$ cat src/rtl/sqrt_seq_hs_pkg.sv
// Shared types and helpers for the sequential handshaked square-root unit.
package sqrt_seq_pkg;

    typedef enum logic [1:0] {
        ST_IDLE = 2'd0,
        ST_CALC = 2'd1,
        ST_DONE = 2'd2
    } sqrt_state_e;

    localparam int TC_UNS     = 0;
    localparam int TC_SIGNED  = 1;
    localparam int TC_RUNTIME = 2;

    function automatic int sqrt_root_w(input int width);
        return (width + 1) / 2;
    endfunction

endpackage

$ cat src/rtl/sqrt_seq_hs_if.sv
// Radicand/result stream bundle; out_rem exists only when SQRT_REMAINDER_EN is defined.
interface sqrt_seq_hs_if
    import sqrt_seq_pkg::*;
#(
    parameter int WIDTH = 8
);
    localparam int RW = sqrt_root_w(WIDTH);

    logic             in_valid;
    logic             in_ready;
    logic [WIDTH-1:0] in_radicand;
    logic             in_tc;
    logic             out_valid;
    logic             out_ready;
    logic [RW-1:0]    out_root;
    logic             out_neg;
`ifdef SQRT_REMAINDER_EN
    logic [RW:0]      out_rem;

    modport master (output in_valid, in_radicand, in_tc, out_ready,
                    input  in_ready, out_valid, out_root, out_neg, out_rem);
    modport slave  (input  in_valid, in_radicand, in_tc, out_ready,
                    output in_ready, out_valid, out_root, out_neg, out_rem);
`else
    modport master (output in_valid, in_radicand, in_tc, out_ready,
                    input  in_ready, out_valid, out_root, out_neg);
    modport slave  (input  in_valid, in_radicand, in_tc, out_ready,
                    output in_ready, out_valid, out_root, out_neg);
`endif

endinterface

$ cat src/rtl/sqrt_seq_hs_step.sv
// One restoring square-root iteration: brings in two radicand bits, decides one root bit.
module sqrt_seq_step #(
    parameter int RW = 4
) (
    input  logic [RW+1:0] part_rem,
    input  logic [RW-1:0] part_root,
    input  logic [1:0]    rad_bits,
    output logic [RW+1:0] next_rem,
    output logic          root_bit
);
    logic [RW+1:0] shifted_s;
    logic [RW+1:0] trial_s;

    // The partial remainder never exceeds twice the partial root, so the shift stays in range.
    always_comb begin
        shifted_s = (part_rem << 2) | {{RW{1'b0}}, rad_bits};
        trial_s   = {part_root, 2'b01};
        if (shifted_s >= trial_s) begin
            next_rem = shifted_s - trial_s;
            root_bit = 1'b1;
        end else begin
            next_rem = shifted_s;
            root_bit = 1'b0;
        end
    end

endmodule

$ cat src/rtl/sqrt_seq_hs.sv
// Multi-cycle floor(sqrt(|x|)) behind valid/ready; SQRT_REMAINDER_EN adds out_rem.
module sqrt_seq_hs
    import sqrt_seq_pkg::*;
#(
    parameter int WIDTH   = 8,
    parameter int TC_MODE = 2
) (
    input  logic          clk,
    input  logic          rst_n,
    sqrt_seq_hs_if.slave  bus
);
    localparam int RW = sqrt_root_w(WIDTH);
    localparam int CW = $clog2(RW + 1);

    localparam logic [1:0] S_IDLE = ST_IDLE;
    localparam logic [1:0] S_CALC = ST_CALC;
    localparam logic [1:0] S_DONE = ST_DONE;

    logic [1:0]      state_r, next_s;
    logic [CW-1:0]   cnt_r;
    logic [2*RW-1:0] rad_r;
    logic [RW+1:0]   rem_r;
    logic [RW-1:0]   root_r;
    logic            neg_r;
    logic            in_ready_r, out_valid_r, out_neg_r;
    logic [RW-1:0]   out_root_r;
    logic            tc_s, neg_s, accept_s, step_bit_s;
    logic [WIDTH-1:0] mag_s;
    logic [2*RW-1:0] pad_s;
    logic [RW+1:0]   step_rem_s;

    // Operand decode: sign handling and zero-padding to an even bit count.
    always_comb begin
        tc_s     = (TC_MODE == TC_SIGNED) || ((TC_MODE == TC_RUNTIME) && bus.in_tc);
        neg_s    = tc_s && bus.in_radicand[WIDTH-1];
        accept_s = bus.in_valid && in_ready_r;
        // The negated most-negative value reads back correctly as an unsigned magnitude.
        if (neg_s) begin
            mag_s = ~bus.in_radicand + {{(WIDTH-1){1'b0}}, 1'b1};
        end else begin
            mag_s = bus.in_radicand;
        end
        pad_s = '0;
        pad_s[WIDTH-1:0] = mag_s;
    end

    // Next-state logic.
    always_comb begin
        next_s = state_r;
        case (state_r)
            S_IDLE: begin
                if (accept_s) next_s = S_CALC;
                else          next_s = S_IDLE;
            end
            S_CALC: begin
                if (cnt_r == '0) next_s = S_DONE;
                else             next_s = S_CALC;
            end
            S_DONE: begin
                if (out_valid_r && bus.out_ready) next_s = S_IDLE;
                else                              next_s = S_DONE;
            end
            default: next_s = S_IDLE;
        endcase
    end

    sqrt_seq_step #(.RW(RW)) u_step (
        .part_rem  (rem_r),
        .part_root (root_r),
        .rad_bits  (rad_r[2*RW-1 -: 2]),
        .next_rem  (step_rem_s),
        .root_bit  (step_bit_s)
    );

    // State, datapath and registered outputs.
    always_ff @(posedge clk or negedge rst_n) begin
        if (!rst_n) begin
            state_r     <= S_IDLE;
            cnt_r       <= '0;
            rad_r       <= '0;
            rem_r       <= '0;
            root_r      <= '0;
            neg_r       <= 1'b0;
            in_ready_r  <= 1'b0;
            out_valid_r <= 1'b0;
            out_root_r  <= '0;
            out_neg_r   <= 1'b0;
        end else begin
            state_r    <= next_s;
            in_ready_r <= (next_s == S_IDLE);
            case (state_r)
                S_IDLE: begin
                    if (accept_s) begin
                        rad_r  <= pad_s;
                        rem_r  <= '0;
                        root_r <= '0;
                        neg_r  <= neg_s;
                        cnt_r  <= CW'(RW - 1);
                    end
                end
                S_CALC: begin
                    rad_r  <= rad_r << 2;
                    rem_r  <= step_rem_s;
                    root_r <= (root_r << 1) | RW'(step_bit_s);
                    cnt_r  <= cnt_r - CW'(1);
                end
                S_DONE: begin
                    if (!out_valid_r) begin
                        out_valid_r <= 1'b1;
                        out_root_r  <= root_r;
                        out_neg_r   <= neg_r;
                    end else if (bus.out_ready) begin
                        out_valid_r <= 1'b0;
                    end
                end
                default: begin
                    out_valid_r <= 1'b0;
                end
            endcase
        end
    end

`ifdef SQRT_REMAINDER_EN
    logic [RW:0] out_rem_r;

    // Final remainder, loaded alongside the root.
    always_ff @(posedge clk or negedge rst_n) begin
        if (!rst_n) begin
            out_rem_r <= '0;
        end else if ((state_r == S_DONE) && !out_valid_r) begin
            out_rem_r <= rem_r[RW:0];
        end
    end

    assign bus.out_rem = out_rem_r;
`endif

    assign bus.in_ready  = in_ready_r;
    assign bus.out_valid = out_valid_r;
    assign bus.out_root  = out_root_r;
    assign bus.out_neg   = out_neg_r;

endmodule

$ cat src/flat_wrapper.sv
// flat-port wrapper written by rule: the top's interface ports become plain ports
module sqrt_seq_hs_flat import sqrt_seq_pkg::*;
#(
    parameter int WIDTH   = 8,
    parameter int TC_MODE = 2
)
  (clk, rst_n, bus_in_valid, bus_in_radicand, bus_in_tc, bus_out_ready, bus_in_ready, bus_out_valid, bus_out_root, bus_out_neg);
  sqrt_seq_hs_if #(.WIDTH(WIDTH)) bus_i ();
  input  logic clk;
  input  logic rst_n;
  input wire logic [$bits(bus_i.in_valid)-1:0] bus_in_valid;
  input wire logic [$bits(bus_i.in_radicand)-1:0] bus_in_radicand;
  input wire logic [$bits(bus_i.in_tc)-1:0] bus_in_tc;
  input wire logic [$bits(bus_i.out_ready)-1:0] bus_out_ready;
  output wire logic [$bits(bus_i.in_ready)-1:0] bus_in_ready;
  output wire logic [$bits(bus_i.out_valid)-1:0] bus_out_valid;
  output wire logic [$bits(bus_i.out_root)-1:0] bus_out_root;
  output wire logic [$bits(bus_i.out_neg)-1:0] bus_out_neg;
  assign bus_i.in_valid = bus_in_valid;
  assign bus_i.in_radicand = bus_in_radicand;
  assign bus_i.in_tc = bus_in_tc;
  assign bus_i.out_ready = bus_out_ready;
  assign bus_in_ready = bus_i.in_ready;
  assign bus_out_valid = bus_i.out_valid;
  assign bus_out_root = bus_i.out_root;
  assign bus_out_neg = bus_i.out_neg;
  sqrt_seq_hs #(.WIDTH(WIDTH), .TC_MODE(TC_MODE)) u_core (.clk(clk), .rst_n(rst_n), .bus(bus_i));
endmodule
$ cat config.mk
export PLATFORM = sky130hd
export DESIGN_NAME = sqrt_seq_hs_flat
export DESIGN_NICKNAME = d
export VERILOG_FILES = /design/src/rtl/sqrt_seq_hs_pkg.sv /design/src/rtl/sqrt_seq_hs_if.sv /design/src/rtl/sqrt_seq_hs_step.sv /design/src/rtl/sqrt_seq_hs.sv /design/src/flat_wrapper.sv
export SDC_FILE = /design/constraint.sdc
export NUM_CORES = 1
export LEC_CHECK = 0
export BUFFER_PORTS_ARGS = -buffer_cell sky130_fd_sc_hd__buf_2
export CAP_MARGIN = 20
export CORE_MARGIN = 5
export CORE_UTILIZATION = 34
export CTS_CLUSTER_SIZE = 28
export DETAILED_ROUTE_END_ITERATION = 8
export SYNTH_ARGS = -nofsm -noshare
export SYNTH_HDL_FRONTEND = slang
export SYNTH_SLANG_ARGS = --single-unit
$ cat constraint.sdc
create_clock -name clk -period 1.7 [get_ports clk]
set_input_delay 0.17 -clock clk [delete_from_list [all_inputs] [get_ports clk]]
set_output_delay 0.17 -clock clk [all_outputs]
set_load 0.02 [all_outputs]
# --- Word-level counts from Yosys, hierarchy flattened ---
# Cells that the tools add are included.
classes:
  n_addsub: 3
  order_cmp: 1
  n_mux: 18
  reduce_logical: 11
  bitwise_logic: 4
  n_eq_ne: 3
ops:
  columns: ["operator", "n"]
  rows:
  - ["$mux W8", 2]
  - ["$pmux W4 S2", 2]
  - ["$pmux W8 S2", 1]
  - ["$mux W4", 3]
  - ["$add A8 B1 Y8 const B", 1]
  - ["$not A8 Y8", 1]
  - ["$ge A6 B6 Y1", 1]
  - ["$or A6 B2 Y6", 1]
  - ["$pmux W2 S3", 1]
  - ["$pmux W3 S2", 1]
  - ["$reduce_and A2 Y1", 3]
  - ["$logic_not A2 Y1", 2]
  - ["$mux W1", 4]
  - ["$mux W2", 2]
  - ["$or A4 B1 Y4", 1]
  - ["$sub A4 B4 Y4", 1]
  - ["$logic_and A1 B1 Y1", 3]
  - ["$logic_not A3 Y1", 1]
  - ["$mux W3", 1]
  - ["$sub A3 B1 Y3 const B", 1]
  - ["$eq A2 B1 Y1 const B", 1]
  - ["$eq A2 B2 Y1 const B", 1]
  - ["$ne A2 B1 Y1 const B", 1]
  - ["$pmux W1 S2", 1]
  - ["other kinds (3)", 3]
totals:
  in_bits: 13
  out_inout_bits: 7
  register_bits: 29

# --- Depth between registers and ports, before layout ---
logic_depth:
  depth_word: 5
  depth_mapped: 6
  mapped_depth_nobuf: 6

# --- Modules after synthesis ---
# A second synthesis with hierarchy kept.
unflattened:
  cells_unflattened: 183
  hier_area_um2: 1786.7
by_module_without_submodules:
  columns: ["mod", "area_per_inst_um2", "seq_area_each_um2", "n_inst", "cells_per_inst"]
  rows:
  - ["sqrt_seq_hs", 1460.2, 775.7, 1, 145]
  - ["sqrt_seq_step", 326.6, 0.0, 1, 38]

# --- Least setup slack after synthesis ---
# OpenSTA, ideal clock, no wires.
synth_path:
  kind: "reg2reg"
  startpoint: "reg u_core.root_r[1]"
  endpoint: "reg u_core.rem_r[2]"
  stages_incl_launch_ff: 7
  synth_period_minus_slack_ps: 1578
  slack_ps: 122
  setup_ps: 137
  t_required_ps: 1563
  arrival_time_ps: 1441
  cell_sequence: "dfrtp_1 > inv_1 > ha_1 > a21o_1 > a31oi_2 > o21a_1 > o311ai_1"
synth_between:
  elab_chain_cells: 3
synth_lines:
  columns: ["element", "line", "rtl"]
  rows:
  - ["start, declared", "sqrt_seq_hs.sv:23", "logic [RW-1:0] root_r;"]
  - ["start signal, assigned", "sqrt_seq_hs.sv:104", "root_r <= (root_r << 1) | RW'(step_bit_s);"]
  - ["$ge A6 B6 Y1", "sqrt_seq_hs_step.sv:18", "if (shifted_s >= trial_s) begin"]
  - ["$mux W4", "sqrt_seq_hs_step.sv:18", null]
  - ["$pmux W4 S2", "sqrt_seq_hs.sv:91", "case (state_r)"]
  - ["end signal, assigned", "sqrt_seq_hs.sv:103", "rem_r <= step_rem_s;"]
  - ["end, declared", "sqrt_seq_hs.sv:22", "logic [RW+1:0] rem_r;"]
# Every way passes these cells.
# A chain may end at the register's enable or synchronous reset.

# --- Final worst setup path ---
layout_path:
  startpoint: "reg u_core.root_r[1]"
  endpoint: "reg u_core.rem_r[3]"
layout_between:
  elab_chain_cells: 3
  elab_cells_between_ends: 4
layout_lines:
  columns: ["element", "line"]
  rows:
  - ["$ge A6 B6 Y1 / $sub A4 B4 Y4 (equally long branches)", "sqrt_seq_hs_step.sv:18, sqrt_seq_hs_step.sv:19"]
  - ["$mux W4 (*)", "sqrt_seq_hs_step.sv:18"]
  - ["$pmux W4 S2 (*)", "sqrt_seq_hs.sv:91"]
# Every way passes the cells marked *; elsewhere a longest branch is shown, timed or not.

==> metrics <==
run status completed; worst hold path endpoint u_core.rad_r[7]$_DFFE_PN0P_; fill count 447; Worst-Skew Late Latency 0.28 ns; clock transition at the registers of the reported paths around 0.06 ns; number of antenna repair diodes 0; Tmin final approximately 1.6 ns; CTS Buf Count 5; Synth Register Bits 29; switching power about 1.3 mW; area grow syn2layout 20.0%; root cell of the clock tree clkbuf_8; Clk pwr share between 10% and 20%; layout net count 200; fin crit share roughly 93%; post-DP HPWL 2320 microns; post-route antenna net violation count 0; slowest CP cell dfrtp_1; reg2reg setup slack 0.11 ns; die width about 77 microns; Worst Hold Class primary input to flop; commonest cells in the netlist 29 x dfrtp_1, 17 x o21ai_0, 15 x nand2_1; initial antenna violation count 0; Post-synth EDFFs 0; total congestion overflow 0; startpoint of the worst-slack reg-to-reg timing path u_core.root_r[1]$_DFFE_PN0P_; via count roughly 1200; Post-Place Setup Slack 0.0765 ns; largest family of logic cells by synthesized area compound AO/OA/AOI/OAI gates; fraction of layout cells with a size suffix above 1 between 20% and 30%; die area between 0.005 and 0.006 sq mm; sequential share of the synthesized area 48.2%; core box area ~0.0043 sq mm; post-synthesis mux area share about 4.4%; Pwr per Cell Area about 1900 mW/mm^2; synthesized cell area about 0.0015 sq mm; worst path required time around 1.9 ns; CP top delay family compound AO/OA/AOI/OAI gates; GP Congestion approximately 0.80; Max clock buf depth 2; min-delay src bus_in_radicand[7]; first-pass GRT wire length roughly 5400 microns; final hold violation count 0; min setup slack post-route about 0.11 ns; H-tree depth 2; Worst Setup Start Kind flop; Synth cell types 33; CTS tree yes; Max stage delay on crit path approximately 0.4 ns; Rows 24; worst IR drop on VDD 0.640 mV; I/O pin total 20; Setup Viol. Count Final 0; Synth area leaders dfrtp_1 48%, ha_1 7.5%, o21ai_0 5.7%; largest net degree at the start of global routing 30; most area-hungry cell type in the Yosys netlist dfrtp_1; Port Buffers 19; postcts setup bufs 0; Die H ~77 microns; critical path type flop to flop; Gate power share a little under half; synthesized area per cell around 10 sq um; drt first pass iters 4; wire per inst 13.3 microns; CP Capture Type flop; Worst Clk Skew 0.00355 ns; Syn Inst Count 150; max_cap viols 0; Net Count, Synth roughly 170; Slew Viols, Final 0; worst slew pin tran between 0.6 and 0.7 ns; WP depth 7; post-synthesis compound-gate area fraction a little under a fifth; Via-to-Cell Ratio 5.10; Cell Chain, Critical Path inv_1, ha_4, a21o_1, a31oi_2, buf_4, o2111ai_1, o311ai_1; 1st-iter DRT viols 59; Flop pwr share between 30% and 40%; yosys warns 0; Leakage around 0.84 nW; Fmax 629 MHz; Synth Flop Type dfrtp_1; Initial Utilization between 30% and 40%; clk sinks 29; DRT Wirelength between 3000 and 4000 microns; crit path DAT ~1.8 ns; synthesized-area fraction occupied by and/or/nand/nor cells around an eighth; Synth Area in Adders between 7 and 8%; slew margin rel. approximately three fifths; vias in the first global route between 1000 and 1500; Max FO, Critical Path 4; top-area cell type share of the netlist area between 40% and 50%; Final TNS setup 0 ns; post-route DRC violation count 0; Synth async-reset ratio 100%; GRT Resource Usage Total 11.5%; switching share of power between 40% and 50%; RSZ-0062 raised after global routing false; most common cell in the synthesized netlist dfrtp_1; Bufs and invs on worst path 2; Reg2Reg Depth 7; worst hold stages 3; r2r endpoint u_core.rem_r[3]$_DFFE_PN0P_; post-synthesis xor/xnor area fraction 4.07%; Int Power between 1.5 and 2 mW
-- worst max path at each step --
stage	slack, ns	startpoint	to
floorplan	0.12	u_core.root_r[1]$_DFFE_PN0P_	u_core.rem_r[2]$_DFFE_PN0P_
global placement	0.18	u_core.root_r[1]$_DFFE_PN0P_	u_core.rem_r[2]$_DFFE_PN0P_
detailed placement	0.08	u_core.rad_r[6]$_DFFE_PN0P_	u_core.rem_r[3]$_DFFE_PN0P_
CTS	0.05	u_core.root_r[1]$_DFFE_PN0P_	u_core.rem_r[3]$_DFFE_PN0P_
global route	0.006	u_core.rad_r[6]$_DFFE_PN0P_	u_core.rem_r[1]$_DFFE_PN0P_
finish	0.11	u_core.root_r[1]$_DFFE_PN0P_	u_core.rem_r[3]$_DFFE_PN0P_
-- stage by stage --
stage               total power [mW]  utilization [%]  hold slack [ns]  instance area (sq um)  instances
CTS                             3.37             41.5            0.145                   1790        231
finish                          3.35             41.8            0.161                   1810        231
detailed placement              2.72             38.9            0.234                   1680        222
global route                    3.65             41.8            0.177                   1810        231
floorplan                       2.26                -           -0.126                   1510        150
global placement                2.64             38.9            0.226                   1680        222
-- cell usage in the layout, fill, tap and decap left out, types with 5 or more instances in the layout --
cell type,n
dfrtp_1,29
buf_4,6
nand2_1,15
buf_2,19
a21oi_1,5
nand3_1,7
a22oi_1,6
inv_1,12
o21ai_0,17
clkbuf_8,7
ha_1,8
mux2_2,5
xnor2_1,6
-- what timing repair did --
action                                  CTS  global route
hold buffers                              1             0
resized for setup                         0             2
endpoints found under the setup margin    0             5
hold endpoints to repair                 29             0
-- cell type report --
cell class              instances  area (sq um)  area share, %
inverters                      12          45.0           2.49
multi-input cells             104           719           39.8
well taps                      52          65.1           3.60
clock buffers                   7          96.3           5.33
repair buffers                 26           150           8.31
clock inverters                 1          5.00          0.277
flip-flops and latches         29           726           40.2
-- flip-flops by register name (all words and copies together) (netlist names) --
signal                count
u_core.bus.in_ready       1
u_core.bus.out_neg        1
u_core.bus.out_root       4
u_core.bus.out_valid      1
u_core.cnt_r              3
u_core.neg_r              1
u_core.rad_r              8
u_core.rem_r              4
u_core.root_r             4
u_core.state_r            2
-- per-layer routing --
layer  vias up  track usage (%)  wire, microns
li1        591                -              -
met1       543             14.5           1380
met2        38             17.5           1450
met3         6             4.96            195
met4         0             4.37             39
met5         -                0              0
-- cells by family after synthesis --
kind of cell,Yosys count
multiplexers,6
AO/OA/AOI/OAI,44
buffers and inverters,17
AND/OR/NAND/NOR,38
XOR/XNOR,7
adder cells (fa/ha/maj),9
flip-flops,29
-- power groups by stage --
stage	combinational (mW)	clock [mW]	sequential, mW
global route	1.73	0.677	1.24
finish	1.54	0.618	1.19
CTS	1.53	0.641	1.19
detailed placement	1.51	0	1.21
global placement	1.45	0	1.18
floorplan	1.02	0	1.24
-- tightest hold or removal path: stages --
cell and delay, ns:
buf_2 0.11, nand2_1 0.05, o21ai_0 0.06
No activity file was read; power rests on OpenSTA's default activity.
